===== config.mk =====
export PLATFORM = sky130hd
export DESIGN_NAME = multi_debouncer
export DESIGN_NICKNAME = d
export VERILOG_FILES = /design/src/rtl/multi_debouncer.sv
export SDC_FILE = /design/constraint.sdc
export NUM_CORES = 1
export LEC_CHECK = 0
export ABC_AREA = 1
export BUFFER_PORTS_ARGS = -buffer_cell sky130_fd_sc_hd__buf_2
export CAP_MARGIN = 20
export CORE_MARGIN = 2
export CORE_UTILIZATION = 50
export CTS_BUF_LIST = sky130_fd_sc_hd__clkbuf_8
export CTS_CLUSTER_DIAMETER = 30
export CTS_CLUSTER_SIZE = 20
export DETAILED_ROUTE_END_ITERATION = 8
export GPL_TIMING_DRIVEN = 0
export PLACE_DENSITY = 0.7
export SLEW_MARGIN = 20
export SYNTH_ARGS = -nofsm -noshare
export SYNTH_HDL_FRONTEND = slang
export SYNTH_SLANG_ARGS = --single-unit

===== constraint.sdc =====
create_clock -name clk -period 4.3 [get_ports clk]
set_input_delay 0.645 -clock clk [delete_from_list [all_inputs] [get_ports clk]]
set_output_delay 0.645 -clock clk [all_outputs]
set_load 0.01 [all_outputs]

===== src/rtl/multi_debouncer.sv =====
// Multi-channel debouncer: per-channel 2-flop synchroniser, lock-out FSM and long-press timer.
// Optional interrupt aggregation (pending/irq) is compiled in with `define MULTI_DEBOUNCER_IRQ_EN.
module multi_debouncer #(
    parameter int CHANNELS   = 8,
    parameter int DELAY      = 1500000,
    parameter int CNT_W      = 21,
    parameter int HOLD_DELAY = 50000000,
    parameter int HOLD_W     = 26
) (
    input  logic                clk,
    input  logic                reset,
    input  logic [CHANNELS-1:0] in_data,
    output logic [CHANNELS-1:0] level,
    output logic [CHANNELS-1:0] rise,
    output logic [CHANNELS-1:0] fall,
    output logic [CHANNELS-1:0] hold,
    output logic                any_event
`ifdef MULTI_DEBOUNCER_IRQ_EN
    ,
    input  logic [CHANNELS-1:0] irq_mask,
    input  logic [CHANNELS-1:0] irq_clear,
    output logic [CHANNELS-1:0] pending,
    output logic                irq
`endif
);

    localparam logic [CNT_W-1:0]  LOCK_INIT = CNT_W'(DELAY - 1);
    localparam logic [CNT_W-1:0]  LOCK_LAST = CNT_W'(1);
    localparam logic [HOLD_W-1:0] HOLD_LAST = HOLD_W'(HOLD_DELAY - 1);
    localparam logic [HOLD_W-1:0] HOLD_SAT  = HOLD_W'(HOLD_DELAY);

    typedef enum logic {
        IDLE = 1'b0,
        LOCK = 1'b1
    } state_t;

    logic [CHANNELS-1:0] event_d;
    logic                any_event_q;

    genvar gi;
    generate
        for (gi = 0; gi < CHANNELS; gi++) begin : g_ch
            logic              s1_q, s2_q;
            state_t            state_q;
            logic [CNT_W-1:0]  cnt_q;
            logic [HOLD_W-1:0] hold_cnt_q;
            logic              level_q, rise_q, fall_q, hold_q;
            logic              accept_d, level_d, rise_d, fall_d, hold_d;

            always_comb begin
                accept_d = (state_q == IDLE) && (s2_q != level_q);
                level_d  = accept_d ? s2_q : level_q;
                rise_d   = accept_d && s2_q;
                fall_d   = accept_d && !s2_q;
                // level_d gate lets a fall landing on the hold cycle cancel the pulse
                hold_d   = level_q && level_d && (hold_cnt_q == HOLD_LAST);
            end

            always_ff @(posedge clk) begin
                if (reset) begin
                    s1_q       <= 1'b0;
                    s2_q       <= 1'b0;
                    state_q    <= IDLE;
                    cnt_q      <= '0;
                    hold_cnt_q <= '0;
                    level_q    <= 1'b0;
                    rise_q     <= 1'b0;
                    fall_q     <= 1'b0;
                    hold_q     <= 1'b0;
                end else begin
                    s1_q    <= in_data[gi];
                    s2_q    <= s1_q;
                    level_q <= level_d;
                    rise_q  <= rise_d;
                    fall_q  <= fall_d;
                    hold_q  <= hold_d;
                    case (state_q)
                        IDLE: begin
                            if (accept_d) begin
                                state_q <= LOCK;
                                cnt_q   <= LOCK_INIT;
                            end
                        end
                        LOCK: begin
                            // Leaving at count 1 makes the next edge acceptable exactly DELAY cycles later
                            if (cnt_q <= LOCK_LAST) begin
                                state_q <= IDLE;
                                cnt_q   <= '0;
                            end else begin
                                cnt_q <= cnt_q - 1'b1;
                            end
                        end
                        default: state_q <= IDLE;
                    endcase
                    if (!level_q) begin
                        hold_cnt_q <= '0;
                    end else if (hold_cnt_q != HOLD_SAT) begin
                        hold_cnt_q <= hold_cnt_q + 1'b1;
                    end
                end
            end

            assign event_d[gi] = rise_d | fall_d | hold_d;
            assign level[gi]   = level_q;
            assign rise[gi]    = rise_q;
            assign fall[gi]    = fall_q;
            assign hold[gi]    = hold_q;
        end
    endgenerate

    always_ff @(posedge clk) begin
        if (reset) begin
            any_event_q <= 1'b0;
        end else begin
            any_event_q <= |event_d;
        end
    end

    assign any_event = any_event_q;

`ifdef MULTI_DEBOUNCER_IRQ_EN
    logic [CHANNELS-1:0] pending_q, pending_d;
    logic                irq_q;

    // Set has priority over clear so an event coinciding with a clear is never lost
    always_comb begin
        pending_d = (pending_q & ~irq_clear) | ((rise | fall | hold) & irq_mask);
    end

    always_ff @(posedge clk) begin
        if (reset) begin
            pending_q <= '0;
            irq_q     <= 1'b0;
        end else begin
            pending_q <= pending_d;
            irq_q     <= |pending_q;
        end
    end

    assign pending = pending_q;
    assign irq     = irq_q;
`endif

endmodule


### Yosys cells after proc, flatten, opt, wreduce, memory -nomap -nowiden

Index checks and enable logic that the tools add are counted.
Widths: inputs -> output; s select.

| word-level totals | value |
|---|---|
| word-level logic and storage cells | 274 |
| bits of input ports | 10 |
| output and inout port bits | 33 |
| register bits after elaboration | 433 |

| cells by class | value |
|---|---|
| eq/ne operators | 32 |
| reduce and logical (&&, ||, !) cells | 57 |
| bitwise gates (word level) | 32 |
| order comparisons | 8 |
| muxes and demuxes | 56 |
| $add $sub $neg | 16 |

Operator list:

| cell | number |
|---|---|
| $mux 21 | 16 |
| $pmux 21 s2 | 8 |
| $add 26x1->26 const B | 8 |
| $eq 26x26->1 const B | 8 |
| $ne 26x26->1 const B | 8 |
| $le 21x1->1 const B | 8 |
| $sub 21x1->21 const B | 8 |
| $logic_and 1x1->1 | 40 |
| $mux 1 | 24 |
| $ne 2x2->1 const B | 8 |
| $not 1->1 | 16 |
| $or 1x1->1 | 16 |
| $pmux 1 s2 | 8 |
| $reduce_or 2->1 | 8 |
| $logic_not 1->1 | 8 |
| $ne 1x1->1 | 8 |
| $reduce_or 8->1 | 1 |

### Depth between registers and ports, before layout

Gate-level depths: netlist of run 1.

| depth | value |
|---|---|
| depth after elaboration | 7 |
| depth in mapped cells | 12 |
| gate-level depth less buffers | 11 |

### Least setup slack after synthesis of run 1

Ideal clock, no wire load.

| path | value |
|---|---|
| path type | input to register |
| start | input port reset |
| end | register g_ch[0].cnt_q[6] |
| setup time | 128 ps |
| data required time | 4172 ps |
| data arrival time | 1506 ps |
| slack | 2667 ps |
| path buffers | 4 |
| cell stages on the path | 5 |
| cells stage by stage | buf_2 > buf_2 > buf_2 > clkbuf_1 > nor2_1 |

RTL lines:

| element | line | RTL |
|---|---|---|
| from (decl) | 11 | `input logic reset,` |
| to (signal assigned) | 90 | `cnt_q <= cnt_q - 1'b1;` |
| to (decl) | 45 | `logic [CNT_W-1:0] cnt_q;` |

No word-level cell between the ends.

### Worst setup path in the final report of run 1

| path | value |
|---|---|
| start | input port reset |
| end | register g_ch[4].hold_q |

RTL lines:

| element | line | RTL |
|---|---|---|
| to (signal assigned) | 76 | `hold_q <= hold_d;` |
| to (decl) | 47 | `logic level_q, rise_q, fall_q, hold_q;` |

No word-level cell between the ends.

==> results.yml, run 1 <==
setup_path:
  r2r_end: "any_event"
  r2r-start: "g_ch[1].state_q"
  crit_arrival_ns: 2.66
  path_max_fanout: 10
  crit_type: "input pin to flop"
  worstPathRequired_ns: 4.82
  crit_path_end_kind: "flop"
  rr_worst_depth: 9
  reg2reg_slack_ns: 2.27
  critPathLaunchType: "input pin"
grt:
  overflow: 0
  grt_max_degree: 14
  gr-usage-all-layers_pct: 22.97
  grt_pass1_vias: 20310
  grt_pass1_wl_um: 95810
  antenna_found_initial: 0
layout:
  syn2layout_area_growth_pct: 14.55
  largest_register_ffs: 208
  top_regs: "g_ch.hold_cnt_q x208, g_ch.cnt_q x168"
  regMostFlops: "g_ch.hold_cnt_q"
  drive_gt1_share_pct: 11.20
  final_nets: 3778
  postLayoutCoreUtil_pct: 58.03
  num_antenna_cells: 0
clocking:
  cts_tree: "yes"
  cts_resized: 0
  cts_made_buffers: 101
  cts_setup_buffers: 0
  ctsHoldBuffers: 0
  insertion_delay_ns: 0.68
  clockBufferDepth: 3
  htree_levels: 3
  path_clk_slew_ns: 0.06
  root_buffer: "clkbuf_8"
  clock-sinks: 433
timing:
  fin_crit_ns: 2.140
  grt_setup_unrepaired: "no"
  fin_skew_ns: 0.01877
  fmax_ghz: 0.4674
  period_share_pct: 49.76
  hold_viol_final: 0
  relSlewSlack_pct: 40.61
  tns_ns: 0
  setup_violations: 0
  tightest_slew_ns: 0.8909
  finalMaxSlewViolations: 0
routing:
  wl_per_cell_um: 13.02
  drc: 0
  ant_nets: 0
  drt_first_pass_iters: 6
  drt_iter0_drc: 1611
  via_count: 22480
  wl_um: 57670
  vias_per_cell: 5.073
placement:
  io_buffers: 41
  globalplace.congestion: 0.9425
  dp_hpwl_um: 41130
synthesis:
  synth_nets: 3634
  syn_area_per_cell_sq_um: 6.566
  synth_seq_cells: 433
  synth_area_sq_mm: 0.02359
  syn_inst: 3592
  yosysSeqAreaShare_pct: 36.75
  ys_types: 48
  yosysWarningCount: 0
floorplan:
  start_util_pct: 50.66
  core_sq_mm: 0.04656
  die_w_um: 221.2
  io_pins: 43
  dieArea_sq_mm: 0.04893
  die_h_um: 221.2
  placementRows: 79
power:
  irDropWorstVdd_mv: 0.4387
  p_leak_nw: 10.83
  powerDensity_mw_per_mm2: 483.4
run_status:
  status: "finished clean"
hold_path:
  hold_path_depth: 3
  holdCritPathClass: "input pin to flop"
  min_to: "g_ch[6].s1_q"
  hold_start: "in_data[6]"
flow_run:
  maxCapViolCount: 0
[power breakdown]
group          internal (mW)  switching, mW
Combinational          0.988           1.91
Clock                   3.42           2.21
Sequential              4.28          0.253
[cell usage in the layout, fill, tap and decap left out, types with 18 or more instances in the layout]
master / netlist / routed
dfxtp_1: 433 / 433
nand3_2: 20 / 20
clkinv_2: 1 / 19
ha_1: 32 / 32
nand3_1: 234 / 234
buf_4: 32 / 32
buf_2: 17 / 59
o21ai_0: 229 / 229
inv_1: 478 / 480
clkbuf_1: 30 / 30
nor2_4: 20 / 20
nor2_2: 38 / 38
xor2_1: 83 / 83
nor2_1: 622 / 622
inv_2: 18 / 18
nor3_1: 82 / 82
a21oi_1: 310 / 310
nand4_1: 82 / 82
clkbuf_8: 0 / 112
nand2_1: 683 / 683
[cells in the mapped netlist, drive strengths merged]
| cell type | instances | area share, % |
|---|---|---|
| a211oi | 3 | 0.095 |
| a21boi | 2 | 0.064 |
| a21oi | 314 | 6.7 |
| a31o | 1 | 0.037 |
| a31oi | 8 | 0.21 |
| and2 | 2 | 0.053 |
| and3 | 5 | 0.14 |
| and3b | 1 | 0.037 |
| buf | 66 | 1.9 |
| clkbuf | 30 | 0.48 |
| clkinv | 3 | 0.053 |
| dfxtp | 433 | 37 |
| ha | 32 | 1.7 |
| inv | 496 | 7.9 |
| nand2 | 694 | 11 |
| nand3 | 257 | 6.0 |
| nand3b | 9 | 0.29 |
| nand4 | 82 | 2.2 |
| nor2 | 680 | 12 |
| nor3 | 96 | 2.4 |
| nor3b | 12 | 0.42 |
| nor4 | 6 | 0.16 |
| o211ai | 6 | 0.19 |
| o21a | 11 | 0.35 |
| o21ai | 232 | 4.9 |
| o21bai | 5 | 0.16 |
| o311a | 1 | 0.042 |
| o31ai | 2 | 0.064 |
| or2 | 12 | 0.32 |
| xnor2 | 8 | 0.30 |
| xor2 | 83 | 3.1 |
[critical path, stage by stage]
cell and delay [ns]:
buf_2 0.43, buf_2 0.35, buf_2 0.34, buf_1 0.71
nor2_1 0.15
[metrics by stage]
stage | cell area, sq um | worst slack [ns] | cells | total power, mW | hold WS [ns]
global route | 27020 | 2.144 | 4430 | 13.84 | 0.1293
finish | 27020 | 2.160 | 4430 | 13.06 | 0.1693
global placement | 24550 | 1.512 | 4240 | 7.433 | 0.3909
detailed placement | 24550 | 1.499 | 4240 | 7.456 | 0.3955
floorplan | 23590 | 2.667 | 3592 | 6.853 | 0.3883
CTS | 27020 | 2.232 | 4430 | 13.15 | 0.1189
[worst max path at each step]
stage,slack [ns],to,cells past startpoint,from
2_1_floorplan,2.67,g_ch[0].cnt_q[6],5,reset
3_3_place_gp,1.51,g_ch[4].hold_q,5,reset
3_5_place_dp,1.50,g_ch[4].hold_q,5,reset
4_1_cts,2.23,g_ch[4].hold_q,5,reset
5_1_grt,2.14,g_ch[4].hold_q,5,reset
6_report,2.16,g_ch[4].hold_q,5,reset
[metal layers]
layer  track usage (%)  routed length (um)  up-vias
li1                  -                   -    11860
met4             6.863                1370        0
met5                 0                   0        -
met3             4.355                3241      109
met1             31.39               27540    10000
met2             36.78               25520      504
[kinds of logic (layout without fill, tap and decap cells)]
group           after synthesis  after routing  share of synthesized area, %
simple gates               1856           1856                         35.01
buf+inv                     595            826                         10.30
compound gates              585            585                         12.86
flops                       433            433                         36.75
xor+xnor                     91             91                         3.379
fa+ha+maj                    32             32                         1.698
[layout make-up]
class	instances	area, sq um
Inverter	499	1874
Fill cell	4511	19540
Clock buffer	112	1541
Multi-Input combinational cell	2564	12490
Clock inverter	78	924.6
Tap cell	607	759.5
Sequential cell	433	8668
Timing Repair Buffer	41	205.2
Buffer	96	555.5
No activity file was read; power rests on OpenSTA's default activity.
==> run 2, diff against run 1 <==
--- a/config.mk
+++ b/config.mk
@@ -15,7 +15,7 @@
 export CTS_CLUSTER_SIZE = 20
 export DETAILED_ROUTE_END_ITERATION = 8
 export GPL_TIMING_DRIVEN = 0
-export PLACE_DENSITY = 0.7
+export PLACE_DENSITY = 0.72
 export SLEW_MARGIN = 20
 export SYNTH_ARGS = -nofsm -noshare
 export SYNTH_HDL_FRONTEND = slang
==> constraint.sdc (replaced) <==
create_clock -name clk -period 1.72 [get_ports clk]
set_input_delay 0.258 -clock clk [delete_from_list [all_inputs] [get_ports clk]]
set_output_delay 0.258 -clock clk [all_outputs]
set_load 0.01 [all_outputs]
==> run 2 against run 1 <==
Register-to-register slack lost 2.2 ns. Critical path depth unchanged. Clock power is 140% higher. Wire length rose by 2.5%. Sequential share of layout area fell by 0.82 points. Cell count rose by 0.77%. Global-route usage up 0.50 points. Non-clock buffer count grew 39. Clock skew is 0.012 ns higher. First-iteration DRC count down 4.7%. Largest cell class unchanged. Highest routed layer unchanged.
==> results.yml, run 2 (same netlist as run 1, synthesis figures left out) <==
floorplan:
  die_w_um: 221.2
  start_util_pct: 50.66
  dieArea_sq_mm: 0.04893
  die_h_um: 221.2
  core_sq_mm: 0.04656
  io_pins: 43
  placementRows: 79
layout:
  top_regs: "g_ch.hold_cnt_q x208, g_ch.cnt_q x168"
  final_nets: 3816
  fillers: 4379
  syn2layout_area_growth_pct: 17.96
  largest_register_ffs: 208
  finalNonFillerCells: 4464
  layout_common_cells: "668 x nand2_1, 579 x nor2_1, 474 x inv_1"
  seq_area_sq_mm: 0.008698
  mostFrequentLayoutCell: "nand2_1"
  final_area_sq_mm: 0.02782
  regMostFlops: "g_ch.hold_cnt_q"
  multi_input_area_sq_mm: 0.01301
  postLayoutCoreUtil_pct: 59.76
  drive_gt1_share_pct: 14.96
routing:
  drt_first_pass_iters: 7
  ant_nets: 0
  wl_per_cell_um: 13.25
  wl_um: 59140
  via_count: 23060
  drt_iter0_drc: 1535
  drc: 0
  vias_per_cell: 5.166
setup_path:
  crit_type: "input pin to flop"
  crit_arrival_ns: 2.22
  worstPathRequired_ns: 2.26
  crit_path_end_kind: "flop"
  path_max_fanout: 10
  critPathLaunchType: "input pin"
timing:
  finalMaxSlewViolations: 0
  setup_violations: 0
  hold_slack_ns: 0.3001
  fmax_ghz: 0.5963
  tightest_slew_ns: 1.102
  grt_setup_unrepaired: "yes"
  hold_viol_final: 0
  relSlewSlack_pct: 26.51
  fin_skew_ns: 0.03094
  fin_crit_ns: 1.677
  period_share_pct: 97.50
placement:
  dp_hpwl_um: 41610
  globalplace.congestion: 0.9104
  place_area_sq_mm: 0.02455
  io_buffers: 41
  dp.cells: 4240
power:
  p_leak_nw: 11.13
  finalPower_mw: 32.98
  irDropWorstVdd_mv: 1.135
  powerDensity_mw_per_mm2: 1185
grt:
  grt_max_degree: 14
  overflow: 0
  antenna_found_initial: 1
  gr-usage-all-layers_pct: 23.47
  grt_pass1_wl_um: 97820
  grt_pass1_vias: 20740
clocking:
  root_buffer: "clkbuf_8"
  htree_levels: 3
  cts_tree: "yes"
  clock-sinks: 433
  clockBufferDepth: 3
  path_clk_slew_ns: 0.06
  cts_made_buffers: 100
  insertion_delay_ns: 0.70
hold_path:
  holdCritPathClass: "input pin to flop"
flow_run:
  maxCapViolCount: 0
run_status:
  status: "finished clean"
==> run 2: through the flow <==
step	setup WS (ns)	TNS, ns
finish	0.04304	0
CTS	0.001156	0
detailed placement	-0.6295	-69.57
floorplan	0.2108	0
global placement	-0.6289	-63.24
global route	-0.02977	-0.09802
==> run 2: layout make-up <==
type | count | share of cell area [%]
plain buffers | 96 | 2.051
well taps | 607 | 2.730
clock inverters | 72 | 3.018
clock buffers | 112 | 5.541
flip-flops and latches | 433 | 31.26
multi-input cells | 2564 | 46.77
repair buffers | 80 | 1.862
diodes | 1 | 0.008994
inverters | 499 | 6.759
==> run 2: path summary, 6_finish.rpt <==
kind | from | end | slack [ns] | cells after the start
setup / recovery | reset | g_ch[4].cnt_q[14] | 0.04 | 5
hold / removal | reset | g_ch[1].hold_cnt_q[1] | 0.30 | 4
setup reg to reg | g_ch[7].s2_q | any_event | 0.06 | 8
hold reg to reg | g_ch[6].s1_q | g_ch[6].s2_q | 0.41 | 2
==> run 2: repair_timing <==
action | CTS | global route
hold buffers | 8 | 0
endpoints found under the setup margin | 81 | 195
setup buffers | 1 | 30
endpoints found under the hold margin | 8 | 0
pin swaps | 2 | 29
gates cloned | 0 | 0
resized for setup | 37 | 151
==> run 2: routing by layer <==
| metal | wire [um] | share of wire, % | vias to the layer above | track usage (%) |
|---|---|---|---|---|
| met5 | 0 | 0 | - | 0 |
| met4 | 1573 | 2.7 | 0 | 8.508 |
| met3 | 2771 | 4.7 | 117 | 4.209 |
| met2 | 26720 | 45 | 482 | 38.01 |
| met1 | 28070 | 47 | 10510 | 31.30 |
| li1 | - | - | 11950 | - |
==> run 2: worst max-delay path, cell delays in order <==
cell	delay, ns
buf_2	0.39
buf_2	0.35
buf_2	0.48
buf_1	0.60
nor2_1	0.11
==> run 2: power by group <==
part           total [mW]  switching [mW]  internal [mW]
combinational        7.89            5.08           2.81
clock                13.7            5.30           8.42
sequential           11.4           0.674           10.7
